<file path="src/rtl/piece_ctrl.sv">
// Active-piece controller: picks the next block, sequences spawn/move/
// rotate/gravity requests through a check handshake, locks pieces and
// flags game over.
// Ports: clk, rst_n (sync, active-low); start, tick, move_l, move_r, rot
// request pulses; chk_ack/chk_hit checker reply; chk_req + cand_x/y/rot
// candidate; block_num, rotate, pos_x, pos_y committed piece; lock_pulse,
// piece_cnt, game_over status.
// Macro PIECE_LFSR_EN: random piece order from an 8-bit LFSR; when
// undefined the piece index simply cycles 0..4.
module piece_ctrl #(
   parameter int BOARD_W = 10,
   parameter int SPAWN_X = 3
`ifdef PIECE_LFSR_EN
   ,
   parameter logic [7:0] LFSR_SEED = 8'hA5
`endif
) (
   input  logic        clk,
   input  logic        rst_n,
   input  logic        start,
   input  logic        tick,
   input  logic        move_l,
   input  logic        move_r,
   input  logic        rot,
   input  logic        chk_ack,
   input  logic        chk_hit,
   output logic        chk_req,
   output logic [3:0]  cand_x,
   output logic [4:0]  cand_y,
   output logic [9:0]  cand_rot,
   output logic [9:0]  block_num,
   output logic [9:0]  rotate,
   output logic [3:0]  pos_x,
   output logic [4:0]  pos_y,
   output logic        lock_pulse,
   output logic [15:0] piece_cnt,
   output logic        game_over
);

   typedef enum logic [2:0] {
      S_IDLE, S_SPAWN, S_READY, S_CHECK, S_LOCK, S_OVER
   } state_t;

   typedef enum logic [1:0] {
      K_SPAWN, K_ROT, K_MOVE, K_TICK
   } kind_t;

   localparam logic [4:0] XW = 5'(BOARD_W);

   state_t      r_state, w_nstate;
   kind_t       r_kind, w_kind;
   logic [2:0]  r_blk, w_blk;
   logic [1:0]  r_rot, w_rot, r_crot, w_crot;
   logic [3:0]  r_x, w_x, r_cx, w_cx;
   logic [4:0]  r_y, w_y, r_cy, w_cy;
   logic        r_req, w_req;
   logic        r_lock, w_lock;
   logic        r_over, w_over;
   logic [15:0] r_cnt, w_cnt;
   // pending requests: [3]=rot [2]=move_l [1]=move_r [0]=tick
   logic [3:0]  r_pend, w_pend, w_clr;
   logic        w_live;
   logic [2:0]  w_pick;
   logic        w_adv;

   assign w_live = (r_state != S_IDLE) && (r_state != S_OVER);
   assign w_adv  = (r_state == S_SPAWN);

`ifdef PIECE_LFSR_EN
   logic [7:0] r_lfsr;
   logic       w_fb;

   assign w_fb   = r_lfsr[7] ^ r_lfsr[5] ^ r_lfsr[4] ^ r_lfsr[3];
   assign w_pick = (r_lfsr[2:0] > 3'd4) ? r_lfsr[2:0] - 3'd5
                                        : r_lfsr[2:0];

   always_ff @(posedge clk) begin
      if (!rst_n)
         r_lfsr <= LFSR_SEED;
      else if (w_adv)
         r_lfsr <= {r_lfsr[6:0], w_fb};
   end
`else
   logic [2:0] r_seq;
   logic       w_restart;

   // a new game always restarts the piece order at index 0
   assign w_restart = start &&
                      (r_state == S_IDLE || r_state == S_OVER);
   assign w_pick    = r_seq;

   always_ff @(posedge clk) begin
      if (!rst_n)
         r_seq <= 3'd0;
      else if (w_restart)
         r_seq <= 3'd0;
      else if (w_adv)
         r_seq <= (r_seq == 3'd4) ? 3'd0 : r_seq + 3'd1;
   end
`endif

   always_comb begin
      w_nstate = r_state;
      w_kind   = r_kind;
      w_blk    = r_blk;
      w_rot    = r_rot;
      w_x      = r_x;
      w_y      = r_y;
      w_crot   = r_crot;
      w_cx     = r_cx;
      w_cy     = r_cy;
      w_req    = r_req;
      w_lock   = 1'b0;
      w_over   = r_over;
      w_cnt    = r_cnt;
      w_clr    = 4'b0000;
      unique case (r_state)
         S_IDLE: begin
            if (start) begin
               w_nstate = S_SPAWN;
               w_cnt    = 16'd0;
            end
         end
         S_SPAWN: begin
            w_blk    = w_pick;
            w_rot    = 2'd0;
            w_x      = 4'(SPAWN_X);
            w_y      = 5'd0;
            w_crot   = 2'd0;
            w_cx     = 4'(SPAWN_X);
            w_cy     = 5'd0;
            w_kind   = K_SPAWN;
            w_req    = 1'b1;
            w_clr    = 4'b1111;
            w_nstate = S_CHECK;
         end
         S_READY: begin
            w_crot = r_rot;
            w_cx   = r_x;
            w_cy   = r_y;
            if (r_pend[3]) begin
               w_clr[3] = 1'b1;
               w_crot   = r_rot + 2'd1;
               w_kind   = K_ROT;
               w_req    = 1'b1;
               w_nstate = S_CHECK;
            end else if (r_pend[2]) begin
               // at the left wall the request is simply dropped
               w_clr[2] = 1'b1;
               if (r_x != 4'd0) begin
                  w_cx     = r_x - 4'd1;
                  w_kind   = K_MOVE;
                  w_req    = 1'b1;
                  w_nstate = S_CHECK;
               end
            end else if (r_pend[1]) begin
               // guard keeps a corrupt column from wrapping the 4-bit x
               w_clr[1] = 1'b1;
               if ({1'b0, r_x} < XW) begin
                  w_cx     = r_x + 4'd1;
                  w_kind   = K_MOVE;
                  w_req    = 1'b1;
                  w_nstate = S_CHECK;
               end
            end else if (r_pend[0]) begin
               w_clr[0] = 1'b1;
               w_cy     = r_y + 5'd1;
               w_kind   = K_TICK;
               w_req    = 1'b1;
               w_nstate = S_CHECK;
            end
         end
         S_CHECK: begin
            if (chk_ack) begin
               w_req    = 1'b0;
               w_nstate = S_READY;
               if (!chk_hit) begin
                  w_rot = r_crot;
                  w_x   = r_cx;
                  w_y   = r_cy;
               end else if (r_kind == K_SPAWN) begin
                  w_nstate = S_OVER;
                  w_over   = 1'b1;
               end else if (r_kind == K_TICK) begin
                  w_nstate = S_LOCK;
                  w_lock   = 1'b1;
                  w_cnt    = r_cnt + 16'd1;
               end
            end
         end
         S_LOCK: begin
            w_nstate = S_SPAWN;
         end
         S_OVER: begin
            if (start) begin
               w_nstate = S_SPAWN;
               w_over   = 1'b0;
               w_cnt    = 16'd0;
            end
         end
         default: begin
            w_nstate = S_IDLE;
         end
      endcase
      // new pulses are latched even while an older one is issued
      w_pend = (r_pend & ~w_clr) |
               ({rot, move_l, move_r, tick} & {4{w_live}});
   end

   always_ff @(posedge clk) begin
      if (!rst_n) begin
         r_state <= S_IDLE;
         r_kind  <= K_SPAWN;
         r_blk   <= 3'd0;
         r_rot   <= 2'd0;
         r_x     <= 4'd0;
         r_y     <= 5'd0;
         r_crot  <= 2'd0;
         r_cx    <= 4'd0;
         r_cy    <= 5'd0;
         r_req   <= 1'b0;
         r_lock  <= 1'b0;
         r_over  <= 1'b0;
         r_cnt   <= 16'd0;
         r_pend  <= 4'd0;
      end else begin
         r_state <= w_nstate;
         r_kind  <= w_kind;
         r_blk   <= w_blk;
         r_rot   <= w_rot;
         r_x     <= w_x;
         r_y     <= w_y;
         r_crot  <= w_crot;
         r_cx    <= w_cx;
         r_cy    <= w_cy;
         r_req   <= w_req;
         r_lock  <= w_lock;
         r_over  <= w_over;
         r_cnt   <= w_cnt;
         r_pend  <= w_pend;
      end
   end

   assign chk_req    = r_req;
   assign cand_x     = r_cx;
   assign cand_y     = r_cy;
   assign cand_rot   = {8'd0, r_crot};
   assign block_num  = {7'd0, r_blk};
   assign rotate     = {8'd0, r_rot};
   assign pos_x      = r_x;
   assign pos_y      = r_y;
   assign lock_pulse = r_lock;
   assign piece_cnt  = r_cnt;
   assign game_over  = r_over;

endmodule

</file>
<file path="config.mk">
export PLATFORM = sky130hd
export DESIGN_NAME = piece_ctrl
export DESIGN_NICKNAME = d
export VERILOG_FILES = /design/src/rtl/piece_ctrl.sv
export SDC_FILE = /design/constraint.sdc
export NUM_CORES = 1
export LEC_CHECK = 0
export ABC_AREA = 1
export ABC_CLOCK_PERIOD_IN_PS = 2150
export CAP_MARGIN = 20
export CORE_MARGIN = 8
export CORE_UTILIZATION = 50
export DETAILED_ROUTE_END_ITERATION = 8
export MAX_ROUTING_LAYER = met4
export PLACE_DENSITY = 0.79
export SLEW_MARGIN = 20
export SYNTH_ARGS = -nofsm -noshare
export SYNTH_HDL_FRONTEND = slang
export SYNTH_SLANG_ARGS = --single-unit
</file>
<file path="constraint.sdc">
create_clock -name clk -period 2.15 [get_ports clk]
set_input_delay 0.3225 -clock clk [delete_from_list [all_inputs] [get_ports clk]]
set_output_delay 0.3225 -clock clk [all_outputs]
set_load 0.01 [all_outputs]
</file>
Yosys cells after proc, flatten, opt, wreduce, memory -nomap -nowiden
Index checks and enable logic that the tools add are counted.
Operators by class
  reductions and logical operators: 21
  multiplexer cells: 70
  equal/unequal tests: 19
  magnitude comparators: 1
  $add $sub $neg: 6
  bitwise operators: 8
Operator list (count)
  $mux W16: 5
  $mux W3: 13
  $pmux W16 S2: 1
  $mux W5: 6
  $mux W4: 7
  $pmux W4 S2: 3
  $mux W2: 10
  $pmux W5 S2: 2
  $mux W1: 17
  $add A16 B1 Y16 const B: 1
  $pmux W3 S5: 1
  $reduce_and A5 Y1: 3
  $ne A2 B2 Y1 const B: 7
  $pmux W2 S2: 3
  $ne A5 B5 Y1 const B: 2
  $eq A3 B3 Y1 const B: 3
  $and A4 B4 Y4: 2
  $reduce_bool A2 Y1: 4
  $eq A3 B2 Y1 const B: 2
  $reduce_and A6 Y1: 1
  $reduce_bool A3 Y1: 2
  $add A5 B1 Y5 const B: 1
  $reduce_or A5 Y1: 1
  $add A4 B1 Y4 const B: 1
  other kinds (22): 27
Word-level totals
  bits in registers: 56
  word-level logic and storage cells: 140
  input bits: 9

Depth between registers and ports, before layout
  word-level depth: 8
  mapped depth: 11
  mapped depth without buffers: 11

Worst setup path before layout
Ideal clock, no wire load.
  path kind: reg-to-reg
  start: reg r_x[0] (netlist: pos_x[0])
  end: reg r_state[2]
  setup slack: 647 ps
  buffers on the path: 0
  data arrival time: 1390 ps
  stages on the path, launching flop included: 11
  data required time: 2037 ps
  path through: dfxtp_1 -> inv_1 -> ha_1 -> nand4_1 -> nand2_1 -> nand2_1 -> nand2_1 -> nor2_1 -> nand2_1 -> nand2_1 -> nor2_1
Between the ends
  word-level cells in the longest chain between the ends: 3
  elaborated cells on any way between the ends: 5
  classes of those cells: order compare: 1; eq/ne: 2; reduce/logical: 2
Ends and longest elaborated chain
  from (decl): RTL line 54  | logic [3:0] r_x, w_x, r_cx, w_cx;
  from (signal assigned): RTL line 231  | r_x <= w_x;
  $lt A4 B4 Y1 / $reduce_bool A4 Y1 (equally long branches): RTL line 159, 150
  $ne A5 B5 Y1 (no source line) / $ne A4 B4 Y1 (equally long branches)
  $reduce_and A5 Y1 (no source line) (*)
  to (signal assigned): RTL line 227  | r_state <= w_nstate;
  to (decl): RTL line 50  | state_t r_state, w_nstate;
Every way passes the cells marked *; elsewhere a longest branch is shown, timed or not.
A chain may end at the register's enable or synchronous reset.

Final worst setup path
  start: reg r_state[2]
  end: reg r_cnt[3] (netlist: piece_cnt[3])
Between the ends
  word-level cells in the longest chain between the ends: 4
  elaborated cells on any way between the ends: 12
  classes of those cells: eq/ne: 7; mux: 1; reduce/logical: 4
Ends and longest elaborated chain
  $eq A3 B3 Y1 / $logic_not A3 Y1 (equally long branches): RTL line 117  | unique case (r_state)
  $reduce_or A2 Y1 (no source line)
  $ne A2 B1 Y1 (no source line) / $reduce_bool A2 Y1 (equally long branches)
  $reduce_and A6 Y1 (no source line)
  to (signal assigned): RTL line 239  | r_cnt <= w_cnt;
  to (decl): RTL line 59  | logic [15:0] r_cnt, w_cnt;
Parallel ways exist; a longest one is shown, timed or not.

==> flow_metrics.tcl <==
set metrics [dict create \
    outcome "finished, final reports clean" \
    clock_latency_ns 0.31 \
    fin_crit_ns 1.73 \
    powerDensity_nw_per_um2 1100 \
    path_max_fanout 16 \
    multiInputGateArea_um2 1660 \
    synth_top_area_frac 0.356 \
    slew_viol_final 0 \
    cts_setup_buffers 0 \
    core_area_um2 6200 \
    dp_hpwl_um 6170 \
    routed_wl_um 8200 \
    synthCells 476 \
    syn_area_per_cell_um2 6.61 \
    start_util 0.507 \
    tns_ns 0 \
    drt_drc_violations_left 0 \
    power.leakage_nw 1.53 \
    drtIter0Drc 275 \
    vias 3166 \
    die_x_um 95.3 \
    cts_tree "yes" \
    arrival_ns 1.95 \
    die_area_um2 9090 \
    critPathSlowestCell "dfxtp_1" \
    hold_class "register to register" \
    grt_antenna_before_repair 0 \
    crit_required_ns 2.37 \
    numCtsBuffers 5 \
    num_rows 29 \
    grt_max_degree 23 \
    ys_ff_latch 56 \
    ctsResizeCount 0 \
    dp.cells 601 \
    max-vdd-ir-drop_mv 0.540 \
    end_kind "register" \
    grt_usage 0.189 \
    sequential_cell_area_um2 1120 \
    clk_root_buffer_cell "clkbuf_8" \
    ys_warn_count 0 \
    fp.dieH_um 95.3 \
    whs_path_depth 2 \
    fin_worst_skew_ns 0.00593 \
    period_share 0.807 \
    fin_cells 609 \
    syn_to_final_growth_pct 20.4 \
    grt_pass1_wl_um 13600 \
    ant_nets 0 \
    layout.nets 548 \
    worstMarginPinSlew_ns 0.507 \
    worst-r2r-setup-slack_ns 0.42 \
    clockBufferDepth 2 \
    rsz0062_at_grt "no" \
    clkTransAtPathRegs_ns 0.10 \
    r2r_end "piece_cnt[3]" \
    synth.distinct_cells 29 \
    worstHoldStart "r_blk[0]" \
    nFillCells 603 \
    port_buffers 52 \
    max_stage_delay_ns 0.43 \
    cts_sinks 56 \
    path_class "register to register" \
    fmax_mhz 577 \
    min_to "r_blk[0]" \
    seq_area_frac_synth 0.356 \
    yosysTopAreaCell "dfxtp_1" \
    htree_num_levels 2 \
    grt.overflow.total 0 \
    via_per_inst 5.20 \
    ioPinCount 76 \
    n_antenna_cell 0 \
    r2r-start "r_state[2]" \
    report.final.hold_viol_count 0 \
    drive_gt1_frac 0.0564 \
    synthTopCellsByArea "dfxtp_1 36%, nand2_1 12%, nor2_1 7.8%" \
    grt_pass1_vias 2958 \
    p_total_mw 4.17 \
    globalplace.congestion 0.945 \
    setup-violations-final 0 \
    routedWlPerCell_um 13.5 \
    crit_chain "inv_2 > nand2_2 > nand3_1 > clkinv_1 > nor2_1 > nor2_4 > nand3_1 > nand2_1 > nor2_1" \
    synth_area_um2 3150 \
    worst_setup_path_start_kind "register" \
    reg2reg_depth 9 \
    drt_pre_antenna_iters 5 \
    slew_headroom 0.659 \
    maxCapViolCount 0 \
    cts_hold_buf 0 \
]
==> final cells by class <==
cell class | instances | area share
tap | 77 | 0.0254
clock buffer | 6 | 0.0191
inverter | 60 | 0.0594
multi-input combinational | 348 | 0.438
sequential | 56 | 0.296
timing repair buffer | 60 | 0.153
clock inverter | 2 | 0.00924
==> sequential cells by signal, indices dropped and copies added (netlist names), 3 cells and up <==
signal and flops:
r_state 3, r_pend 4, r_seq 3, pos_y 5, pos_x 4, cand_x 4
piece_cnt 16, cand_y 5, r_blk 3
==> critical path: cells and delay by family (launching register included) <==
| kind | cells | cell delay (ns) |
|---|---|---|
| buffers and inverters | 2 | 0.24 |
| DFF | 1 | 0.43 |
| and+or+nand+nor | 7 | 0.96 |
==> cells in the final DEF, fill, tap and decap left out, drive strengths merged <==
cell           count
nand2            108
nor2              68
inv               58
dfxtp             56
clkdlybuf4s50     52
a21oi             47
nand3             34
conb              23
o21ai             21
nand4             12
a211oi             8
ha                 8
buf                8
nor3               6
clkbuf             6
xor2               3
o211ai             3
clkinv             3
a31oi              2
o31ai              2
xnor2              1
nor4               1
nand3b             1
bufinv             1
==> worst max-delay path by stage <==
stage	start	to	slack, ns	cells past startpoint
after floorplan	pos_x[0]	r_state[2]	0.65	10
after detailed placement	chk_hit	piece_cnt[11]	0.17	9
after global routing	r_kind[0]	piece_cnt[13]	0.24	10
after CTS	r_kind[0]	piece_cnt[11]	0.43	11
after global placement	chk_hit	piece_cnt[11]	0.20	8
final	r_state[2]	piece_cnt[3]	0.42	9
==> synthesized netlist by cell type (all sizes together) <==
| cell type | count |
|---|---|
| nand2 | 108 |
| nor2 | 68 |
| inv | 58 |
| dfxtp | 56 |
| a21oi | 47 |
| nand3 | 34 |
| buf | 28 |
| o21ai | 21 |
| nand4 | 12 |
| a211oi | 8 |
| ha | 8 |
| clkbuf | 6 |
| nor3 | 6 |
| o211ai | 3 |
| xor2 | 3 |
| a31oi | 2 |
| clkinv | 2 |
| o31ai | 2 |
| conb | 1 |
| nand3b | 1 |
| nor4 | 1 |
| xnor2 | 1 |
==> per-stage QoR <==
step,worst slack [ns],hold WS [ns],area [um2],utilization
after floorplan,0.647,0.458,3230,-
final,0.416,0.473,3790,0.611
after global placement,0.198,0.450,3680,0.593
after detailed placement,0.170,0.457,3680,0.593
after CTS,0.425,0.472,3790,0.611
after global routing,0.243,0.508,3790,0.611
==> cells by family after synthesis <==
logic type,after synthesis,synth area share
DFF,56,0.356
xor gates and xnor gates,4,0.0111
AOI/OAI and AO/OA,83,0.145
adders and majority gates,8,0.0318
other,1,0.00119
buffers and inverters,94,0.143
and+or+nand+nor,230,0.311
==> layer usage <==
metal / vias up / wire length, um / global-route usage
met4: 0 / 80 / 0.0507
met3: 7 / 641 / 0.0370
met1: 1443 / 3610 / 0.232
li1: 1600 / - / -
met2: 116 / 3870 / 0.309
met5: - / 0 / -
==> report_power, final <==
group | total, mW | internal [mW] | switching [mW]
clock network | 0.691 | 0.346 | 0.345
logic | 2.01 | 0.728 | 1.28
registers | 1.47 | 1.25 | 0.221
(Power assumes the default switching activity.)
==> RTL change (same settings) <==
`r_cy` no longer has a reset.
--- a/src/rtl/piece_ctrl.sv
+++ b/src/rtl/piece_ctrl.sv
@@ -217,7 +217,6 @@
          r_y     <= 5'd0;
          r_crot  <= 2'd0;
          r_cx    <= 4'd0;
-         r_cy    <= 5'd0;
          r_req   <= 1'b0;
          r_lock  <= 1'b0;
          r_over  <= 1'b0;
@@ -232,13 +231,16 @@
          r_y     <= w_y;
          r_crot  <= w_crot;
          r_cx    <= w_cx;
-         r_cy    <= w_cy;
          r_req   <= w_req;
          r_lock  <= w_lock;
          r_over  <= w_over;
          r_cnt   <= w_cnt;
          r_pend  <= w_pend;
       end
+   end
+
+   always_ff @(posedge clk) begin
+      r_cy <= w_cy;
    end
 
    assign chk_req    = r_req;
Behaviour: differs if rst_n is asserted again (counterexample within 10 cycles, from zero or initial values and one cycle with rst_n low); with rst_n held inactive, the same outputs for 10 cycles.
==> RTL change against the unedited design <==
  * Routed wire length grew 0.60%
  * Utilization increased by 0.45 points
  * Setup slack lost 52 ps
  * Clock skew is 8.9 ps higher
  * Sequential cell count stayed put
  * Area after synthesis increased by 1.5%
  * First-iteration DRC count fell by 34%
  * Global-route usage down 0.071 points
  * Non-clock buffer count is 2 higher
  * Power hardly changed
  * Cell area is 1.9% higher
==> RTL change: results <==
set metrics [dict create \
    fin_crit_sh_pct 83.1 \
    seq_area_share_pct 30.3 \
    dr_wl_met3_um 604 \
    regToRegEndpoint "piece_cnt[9]$_SDFFE_PN0P_" \
    signal_buffers 62 \
    nets 549 \
    dr.pass1.iters 4 \
    irDropWorstVdd_mv 0.501 \
    pre_cts_ws_ps 275 \
    hpwl_mm 6.20 \
    clkCellAreaFrac_pct 2.79 \
    power.share.sequential_pct 35.2 \
    fillCellCount 574 \
    placedCellCount 602 \
    grt_pass1_vias 2941 \
    grtUsageMet2_pct 32.2 \
    status "completed" \
    r2r_slack_ps 360 \
    yosysSeqAreaShare_pct 36.6 \
    synthCells 471 \
    path_max_fanout 14 \
    multi_input_area_share_pct 44.0 \
    drtIter0Drc 182 \
    use_met3_pct 3.67 \
    n_all_inverters 51 \
    seq_cell_count 56 \
    swShare_pct 43.4 \
    synth_commonest_cells "nand2_1 (109), nor2_1 (78), dfxtp_1 (51)" \
    grtUsageMet1_pct 21.8 \
    critPathMaxStageDelay_ps 500 \
    p_leak_uw 0.00157 \
]
[RTL change: logic make-up (layout without fill, tap and decap cells)]
family | Yosys count | count (layout) | synth area share [%]
adders and majority gates | 8 | 8 | 3.13
DFF | 56 | 56 | 36.6
other | 1 | 23 | 0.117
xor gates and xnor gates | 5 | 5 | 1.37
and+or+nand+nor | 248 | 248 | 33.7
AOI/OAI and AO/OA | 72 | 72 | 12.3
buffers and inverters | 81 | 121 | 12.7
[RTL change: worst max-delay path by stage]
| stage | to | cells after the start |
|---|---|---|
| after floorplan | r_state[1]$_SDFFE_PN0P_ | 10 |
| after global placement | piece_cnt[0]$_SDFFE_PN0P_ | 6 |
| after detailed placement | piece_cnt[9]$_SDFFE_PN0P_ | 6 |
| after CTS | piece_cnt[9]$_SDFFE_PN0P_ | 7 |
| after global routing | r_state[0]$_SDFFE_PN0P_ | 9 |
| final | piece_cnt[9]$_SDFFE_PN0P_ | 7 |
